==> src/rtl/gray_pkg.sv <==
// Shared types and Gray-code helpers for the Gray count receiver.
// The optional error counter is enabled with the GRAY_RX_ERR_CNT_EN macro.
package gray_pkg;

    // Helpers work on a fixed wide vector; callers size-cast in and out.
    localparam int GRAY_MAX_W = 32;
    // Fewest synchronizer stages that give a usable MTBF.
    localparam int SYNC_MIN   = 2;

    typedef enum logic [1:0] {
        IDLE,
        TRACK,
        HOLD
    } gray_rx_state_t;

    // Gray to binary: each binary bit is the XOR of all Gray bits at or above it.
    function automatic logic [GRAY_MAX_W-1:0] g2b(input logic [GRAY_MAX_W-1:0] g);
        logic [GRAY_MAX_W-1:0] b;
        b[GRAY_MAX_W-1] = g[GRAY_MAX_W-1];
        for (int i = GRAY_MAX_W - 2; i >= 0; i--) begin
            b[i] = b[i+1] ^ g[i];
        end
        return b;
    endfunction

    function automatic logic [GRAY_MAX_W-1:0] b2g(input logic [GRAY_MAX_W-1:0] b);
        return b ^ (b >> 1);
    endfunction

    function automatic logic [5:0] popcount(input logic [GRAY_MAX_W-1:0] v);
        logic [5:0] c;
        c = '0;
        for (int i = 0; i < GRAY_MAX_W; i++) begin
            c = c + 6'(v[i]);
        end
        return c;
    endfunction

endpackage

==> src/rtl/gray_count_receiver_if.sv <==
// Bus bundle between a Gray count source (master) and the receiver (slave).
// err_cnt exists only when GRAY_RX_ERR_CNT_EN is defined.
interface gray_count_receiver_if #(
    parameter int WIDTH = 4,
    parameter int POS_W = 16
);
    logic             en;
    logic [WIDTH-1:0] gray_in;
    logic [WIDTH-1:0] bin_out;
    logic             bin_valid;
    logic             step_up;
    logic             step_dn;
    logic             step_err;
    logic [POS_W-1:0] pos;
`ifdef GRAY_RX_ERR_CNT_EN
    logic [7:0]       err_cnt;

    modport master (output en, gray_in,
                    input  bin_out, bin_valid, step_up, step_dn, step_err, pos, err_cnt);
    modport slave  (input  en, gray_in,
                    output bin_out, bin_valid, step_up, step_dn, step_err, pos, err_cnt);
`else
    modport master (output en, gray_in,
                    input  bin_out, bin_valid, step_up, step_dn, step_err, pos);
    modport slave  (input  en, gray_in,
                    output bin_out, bin_valid, step_up, step_dn, step_err, pos);
`endif
endinterface

==> src/rtl/gray_sync.sv <==
// Plain multi-flop synchronizer for a Gray bus; no logic between stages.
module gray_sync #(
    parameter int WIDTH       = 4,
    parameter int SYNC_STAGES = 2
) (
    input  logic             clk,
    input  logic             rst,
    input  logic [WIDTH-1:0] d,
    output logic [WIDTH-1:0] q
);
    logic [WIDTH-1:0] chain_reg [SYNC_STAGES];

    generate
        for (genvar gi = 0; gi < SYNC_STAGES; gi++) begin : g_stage
            if (gi == 0) begin : g_first
                // First stage captures the asynchronous bus.
                always_ff @(posedge clk or posedge rst) begin
                    if (rst) chain_reg[gi] <= '0;
                    else     chain_reg[gi] <= d;
                end
            end else begin : g_next
                // Later stages let metastability resolve.
                always_ff @(posedge clk or posedge rst) begin
                    if (rst) chain_reg[gi] <= '0;
                    else     chain_reg[gi] <= chain_reg[gi-1];
                end
            end
        end
    endgenerate

    assign q = chain_reg[SYNC_STAGES-1];
endmodule

==> src/rtl/gray_count_receiver.sv <==
// Gray count receiver: synchronizes a foreign-domain Gray count, decodes it,
// checks single-bit steps and tracks an extended up/down position.
// Define GRAY_RX_ERR_CNT_EN to add the saturating step-error counter.
module gray_count_receiver
    import gray_pkg::*;
#(
    parameter int WIDTH       = 4,
    parameter int SYNC_STAGES = 2,
    parameter int POS_W       = 16
) (
    input  logic                  clk,
    input  logic                  rst,
    gray_count_receiver_if.slave  bus
);
    // Never build a chain shorter than the safe minimum.
    localparam int STAGES = (SYNC_STAGES < SYNC_MIN) ? SYNC_MIN : SYNC_STAGES;

    logic [WIDTH-1:0] s;
    logic [WIDTH-1:0] s_bin;
    logic [5:0]       diff;

    gray_rx_state_t   state_reg, state_next;
    logic [WIDTH-1:0] prev_gray_reg, prev_gray_next;
    logic [WIDTH-1:0] hold_gray_reg, hold_gray_next;
    logic [WIDTH-1:0] bin_reg, bin_next;
    logic             valid_reg, valid_next;
    logic             up_reg, up_next;
    logic             dn_reg, dn_next;
    logic             err_reg, err_next;
    logic [POS_W-1:0] pos_reg, pos_next;

    gray_sync #(.WIDTH(WIDTH), .SYNC_STAGES(STAGES)) u_sync (
        .clk (clk),
        .rst (rst),
        .d   (bus.gray_in),
        .q   (s)
    );

    assign s_bin = WIDTH'(g2b(GRAY_MAX_W'(s)));
    assign diff  = popcount(GRAY_MAX_W'(s ^ prev_gray_reg));

    // State and output registers; every output is a flop.
    always_ff @(posedge clk or posedge rst) begin
        if (rst) begin
            state_reg     <= IDLE;
            prev_gray_reg <= '0;
            hold_gray_reg <= '0;
            bin_reg       <= '0;
            valid_reg     <= 1'b0;
            up_reg        <= 1'b0;
            dn_reg        <= 1'b0;
            err_reg       <= 1'b0;
            pos_reg       <= '0;
        end else begin
            state_reg     <= state_next;
            prev_gray_reg <= prev_gray_next;
            hold_gray_reg <= hold_gray_next;
            bin_reg       <= bin_next;
            valid_reg     <= valid_next;
            up_reg        <= up_next;
            dn_reg        <= dn_next;
            err_reg       <= err_next;
            pos_reg       <= pos_next;
        end
    end

    // Next-state and output decisions, all taken from the synchronized sample.
    always_comb begin
        state_next     = state_reg;
        prev_gray_next = prev_gray_reg;
        hold_gray_next = hold_gray_reg;
        bin_next       = bin_reg;
        valid_next     = valid_reg;
        up_next        = 1'b0;
        dn_next        = 1'b0;
        err_next       = 1'b0;
        pos_next       = pos_reg;

        if (!bus.en) begin
            // Disabling always parks in IDLE; value and position are kept.
            state_next = IDLE;
            valid_next = 1'b0;
        end else begin
            case (state_reg)
                IDLE: begin
                    prev_gray_next = s;
                    bin_next       = s_bin;
                    valid_next     = 1'b1;
                    state_next     = TRACK;
                end
                TRACK: begin
                    if (diff == 6'd1) begin
                        prev_gray_next = s;
                        bin_next       = s_bin;
                        if (s_bin == bin_reg + WIDTH'(1)) begin
                            up_next  = 1'b1;
                            pos_next = pos_reg + POS_W'(1);
                        end else begin
                            dn_next  = 1'b1;
                            pos_next = pos_reg - POS_W'(1);
                        end
                    end else if (diff > 6'd1) begin
                        // Multi-bit jump: stop trusting the bus until it settles.
                        err_next       = 1'b1;
                        valid_next     = 1'b0;
                        hold_gray_next = s;
                        state_next     = HOLD;
                    end
                end
                HOLD: begin
                    if (s == hold_gray_reg) begin
                        prev_gray_next = s;
                        bin_next       = s_bin;
                        valid_next     = 1'b1;
                        state_next     = TRACK;
                    end else begin
                        hold_gray_next = s;
                    end
                end
                default: state_next = IDLE;
            endcase
        end
    end

`ifdef GRAY_RX_ERR_CNT_EN
    logic [7:0] err_cnt_reg;

    // Saturating count of step errors; cleared only by reset.
    always_ff @(posedge clk or posedge rst) begin
        if (rst)                                  err_cnt_reg <= 8'd0;
        else if (err_next && err_cnt_reg != 8'hFF) err_cnt_reg <= err_cnt_reg + 8'd1;
    end

    assign bus.err_cnt = err_cnt_reg;
`endif

    assign bus.bin_out   = bin_reg;
    assign bus.bin_valid = valid_reg;
    assign bus.step_up   = up_reg;
    assign bus.step_dn   = dn_reg;
    assign bus.step_err  = err_reg;
    assign bus.pos       = pos_reg;
endmodule
==> src/flat_wrapper.sv <==
// flat-port wrapper written by rule: the top's interface ports become plain ports
module gray_count_receiver_flat import gray_pkg::*;
#(
    parameter int WIDTH       = 4,
    parameter int SYNC_STAGES = 2,
    parameter int POS_W       = 16
)
  (clk, rst, bus_en, bus_gray_in, bus_bin_out, bus_bin_valid, bus_step_up, bus_step_dn, bus_step_err, bus_pos);
  gray_count_receiver_if #(.WIDTH(WIDTH), .POS_W(POS_W)) bus_i ();
  input  logic clk;
  input  logic rst;
  input wire logic [$bits(bus_i.en)-1:0] bus_en;
  input wire logic [$bits(bus_i.gray_in)-1:0] bus_gray_in;
  output wire logic [$bits(bus_i.bin_out)-1:0] bus_bin_out;
  output wire logic [$bits(bus_i.bin_valid)-1:0] bus_bin_valid;
  output wire logic [$bits(bus_i.step_up)-1:0] bus_step_up;
  output wire logic [$bits(bus_i.step_dn)-1:0] bus_step_dn;
  output wire logic [$bits(bus_i.step_err)-1:0] bus_step_err;
  output wire logic [$bits(bus_i.pos)-1:0] bus_pos;
  assign bus_i.en = bus_en;
  assign bus_i.gray_in = bus_gray_in;
  assign bus_bin_out = bus_i.bin_out;
  assign bus_bin_valid = bus_i.bin_valid;
  assign bus_step_up = bus_i.step_up;
  assign bus_step_dn = bus_i.step_dn;
  assign bus_step_err = bus_i.step_err;
  assign bus_pos = bus_i.pos;
  gray_count_receiver #(.WIDTH(WIDTH), .SYNC_STAGES(SYNC_STAGES), .POS_W(POS_W)) u_core (.clk(clk), .rst(rst), .bus(bus_i));
endmodule
==> config.mk <==
export PLATFORM = sky130hd
export DESIGN_NAME = gray_count_receiver_flat
export DESIGN_NICKNAME = d
export VERILOG_FILES = /design/src/rtl/gray_pkg.sv /design/src/rtl/gray_count_receiver_if.sv /design/src/rtl/gray_sync.sv /design/src/rtl/gray_count_receiver.sv /design/src/flat_wrapper.sv
export SDC_FILE = /design/constraint.sdc
export NUM_CORES = 1
export LEC_CHECK = 0
export CAP_MARGIN = 20
export CORE_AREA = 4 4 77 79
export DETAILED_ROUTE_END_ITERATION = 12
export DIE_AREA = 0 0 81 83
export PLACE_DENSITY = 0.83
export RECOVER_POWER = 50
export SLEW_MARGIN = 10
export SYNTH_ARGS = -nofsm -noshare
export SYNTH_HDL_FRONTEND = slang
export SYNTH_SLANG_ARGS = --single-unit
==> constraint.sdc <==
create_clock -name clk -period 4.5 [get_ports clk]
set_input_delay 0.675 -clock clk [delete_from_list [all_inputs] [get_ports clk]]
set_output_delay 0.675 -clock clk [all_outputs]
set_load 0.005 [all_outputs]
==> impl_results.md <==
- GRT overflow: 0
- First-pass GRT wire length: 8.438 mm
- Largest net degree at the start of global routing: 42
- Fin. Hold Viols: 0
- Unrepaired setup endpoints after global routing: no
- Hold EP: u_core.u_sync.q[1]$_DFF_PP0_
- Setup TNS: 0 ns
- IO Pins: 31
- Worst path cell trace: ha_1 > xnor2_1 > xnor2_1 > or3b_1 > a22o_1 > ha_1 > a211oi_1 > nor4b_1 > nor3_2 > nor2_1 > a311o_1 > mux2_2 > xor2_1
- Synth warn: 0
- Failing checks: max-capacitance violations, max-slew violations
- CTS tree: built
- CP delay by family, top: compound AO/OA/AOI/OAI gates
- Peak supply drop: 353.8 uV
- Mapped Area: 2532 sq um
- GP Congestion: 0.8962
- Worst Path Max Fanout: 19
- Total wire length: 4.713 mm
- Pwr Density: 867.4 nW/um^2
- Syn Area/Cell: 10.21 sq um
- Seq/Total Area, Yosys: 40.51%
- Critical path class: reg2reg
- Max Root-Sink Buffers: 2
- Crit. End Element: flop
- # DRC: 0
- CP bufs+invs: 0
- Final Setup Violations: 0
- Worst endpoint required time: 4.68 ns
- Clock transition at the registers of the reported paths: 0.08 ns
- Wire length per cell: 13.47 um
- Ys flop type: dfrtp_1
- Std-Cell Rows: 27
- EDFF count, synth: 0
- Max FFs per register: 16
- Slowest Stage Delay on Critical Path: 0.50 ns
- Worst setup startpoint: u_core.bus.bin_out[0]$_DFFE_PP0P_
- Routed Antenna Nets: 0
- Worst skew pair latency: 0.29 ns
- Vias in the first global route: 1869
- Max Slew Vio Count: 42
- Status: complete, but fails checks
- Final period utilization: 89.51%
- CP startpoint kind: flop
- Initial antenna violation count: 0
- F_max: 248.3 MHz
- Via-to-Cell Ratio: 5.266
- Period minus WS final: 4.028 ns
- Hold crit path type: reg2reg
- Max H-tree Level: 2
- Worst reg2reg path endpoint: u_core.bus.pos[15]$_DFFE_PP0P_
- Die Y-Extent: 83 um
- Post_cts resized: 0
- Iteration-0 DRC Markers: 107
- Total GRT Usage: 15.62%
- R2R Path Start: u_core.bus.bin_out[0]$_DFFE_PP0P_
- Synth Register Bits: 41
- Initial Util: 47.44%
- Die Wd: 81 um
- CTS hold repair buffers: 0
- Worst Hold Depth: 0
- Vias: 1843
- Clock Skews: 0.007611 ns
- Layout area overhead: 18.38%
- Leakage: 1.363 nW
- CTS buffer count: 5
- Die area: 6723 sq um
- Ant diodes: 0
- Slew @ Worst Pin: 2.122 ns
- CTS sink cnt: 41
- Post-synth top area share: 40.51%
- Root Driver: clkbuf_8
- Post-CTS Setup Repair Bufs: 0
- Area leader, netlist: dfrtp_1
- Fin util: 56.17%
- Register-to-Register Path Depth: 13
- HP Start: u_core.u_sync.chain_reg[5]$_DFF_PP0_
- Synth cell count leaders: dfrtp_1, ha_1, nand2_1, o21ai_0, inv_1
- Worst path arrival time: 4.20 ns
- CP max-delay cell: a22o_1
- Most common cell in the synthesized netlist: dfrtp_1
- Port-buffer cells: 30
- Core area: 5338 sq um
- Iteration count of the initial detailed-routing pass: 4
- Syn nets: 283
- Ys async rst share: 100.0%
- # Max-Cap Violations: 1
- Post-DP HPWL: 3.519 mm
- Fin nets: 312
- Headroom to the max-slew limit: -41.49%
- Flop-to-flop setup slack: 0.47 ns
- Cell variety after synth: 49
- Post-synthesis cell count: 248
- Layout cells sized above 1: 8.633%
- Largest cells by area after synthesis: dfrtp_1, ha_1, mux2_2
==> cell families (layout without fill, tap and decap cells) <==
logic type	count (synthesis)	after routing	synth area share (%)
AOI/OAI and AO/OA	58	58	14.68
and+or+nand+nor	57	57	10.92
DFF	41	41	40.51
adders and majority gates	28	28	14.43
xor gates and xnor gates	27	27	9.931
buffers and inverters	25	55	4.249
muxes	12	12	5.287
==> metal layers <==
metal,part of all wire (%),GRT usage (%),up-vias
li1,-,-,916
met1,47,20.78,884
met2,48,24.94,35
met3,2.8,2.928,8
met4,2.4,5.837,0
met5,0,0,-
==> worst max-delay path by stage <==
stage                                     end  slack [ns]  cells past startpoint
6_report       u_core.bus.pos[15]$_DFFE_PP0P_        0.47                     13
5_1_grt        u_core.bus.pos[15]$_DFFE_PP0P_        0.20                     13
4_1_cts        u_core.bus.pos[15]$_DFFE_PP0P_        0.48                     13
3_5_place_dp   u_core.bus.pos[15]$_DFFE_PP0P_        0.50                     13
3_3_place_gp   u_core.bus.pos[15]$_DFFE_PP0P_        0.67                     13
2_1_floorplan  u_core.bus.pos[15]$_DFFE_PP0P_        0.84                     14
==> power by group <==
group	switching [mW]	internal (mW)	total [mW]
registers	0.117	0.505	0.622
clock network	0.131	0.166	0.297
logic	0.858	0.824	1.68
total	1.11	1.49	2.60
==> placed cells by master (no fill, tap or decap), types with 2 or more instances in the layout <==
cell type and count:
fa_1 2, ha_1 26, xor2_2 2, inv_1 15, a21oi_1 12, nor2_1 11
xor2_1 12, clkbuf_8 5, o21ai_0 18, dfrtp_1 41, xnor2_1 13, o31ai_1 4
clkdlybuf4s50_1 21, nor2b_1 3, nor3_1 3, o21a_1 4, mux2_2 11, nand3_1 5
nand2_1 24, nand4_1 2, a21o_1 4, dlygate4sd3_1 9
==> layout make-up <==
| class | count | area (sq um) |
|---|---|---|
| multi-input combinational | 182 | 1399 |
| tap | 72 | 90.09 |
| inverter | 15 | 56.30 |
| sequential | 41 | 1026 |
| clock buffer | 5 | 68.82 |
| timing repair buffer | 32 | 311.5 |
| fill | 476 | 2340 |
| clock inverter | 3 | 46.29 |
==> metrics by stage <==
step	power (mW)	instance area (sq um)	worst slack, ns	hold WS, ns	cells
2_1_floorplan	1.859	2532	0.8387	0.3312	248
5_1_grt	2.874	2998	0.2034	0.3778	350
6_report	2.600	2998	0.4721	0.3534	350
3_3_place_gp	2.244	2887	0.6730	0.3335	342
3_5_place_dp	2.308	2887	0.5015	0.3356	342
4_1_cts	2.627	3002	0.4791	0.3553	350
Power figures use the tool's default switching activity.
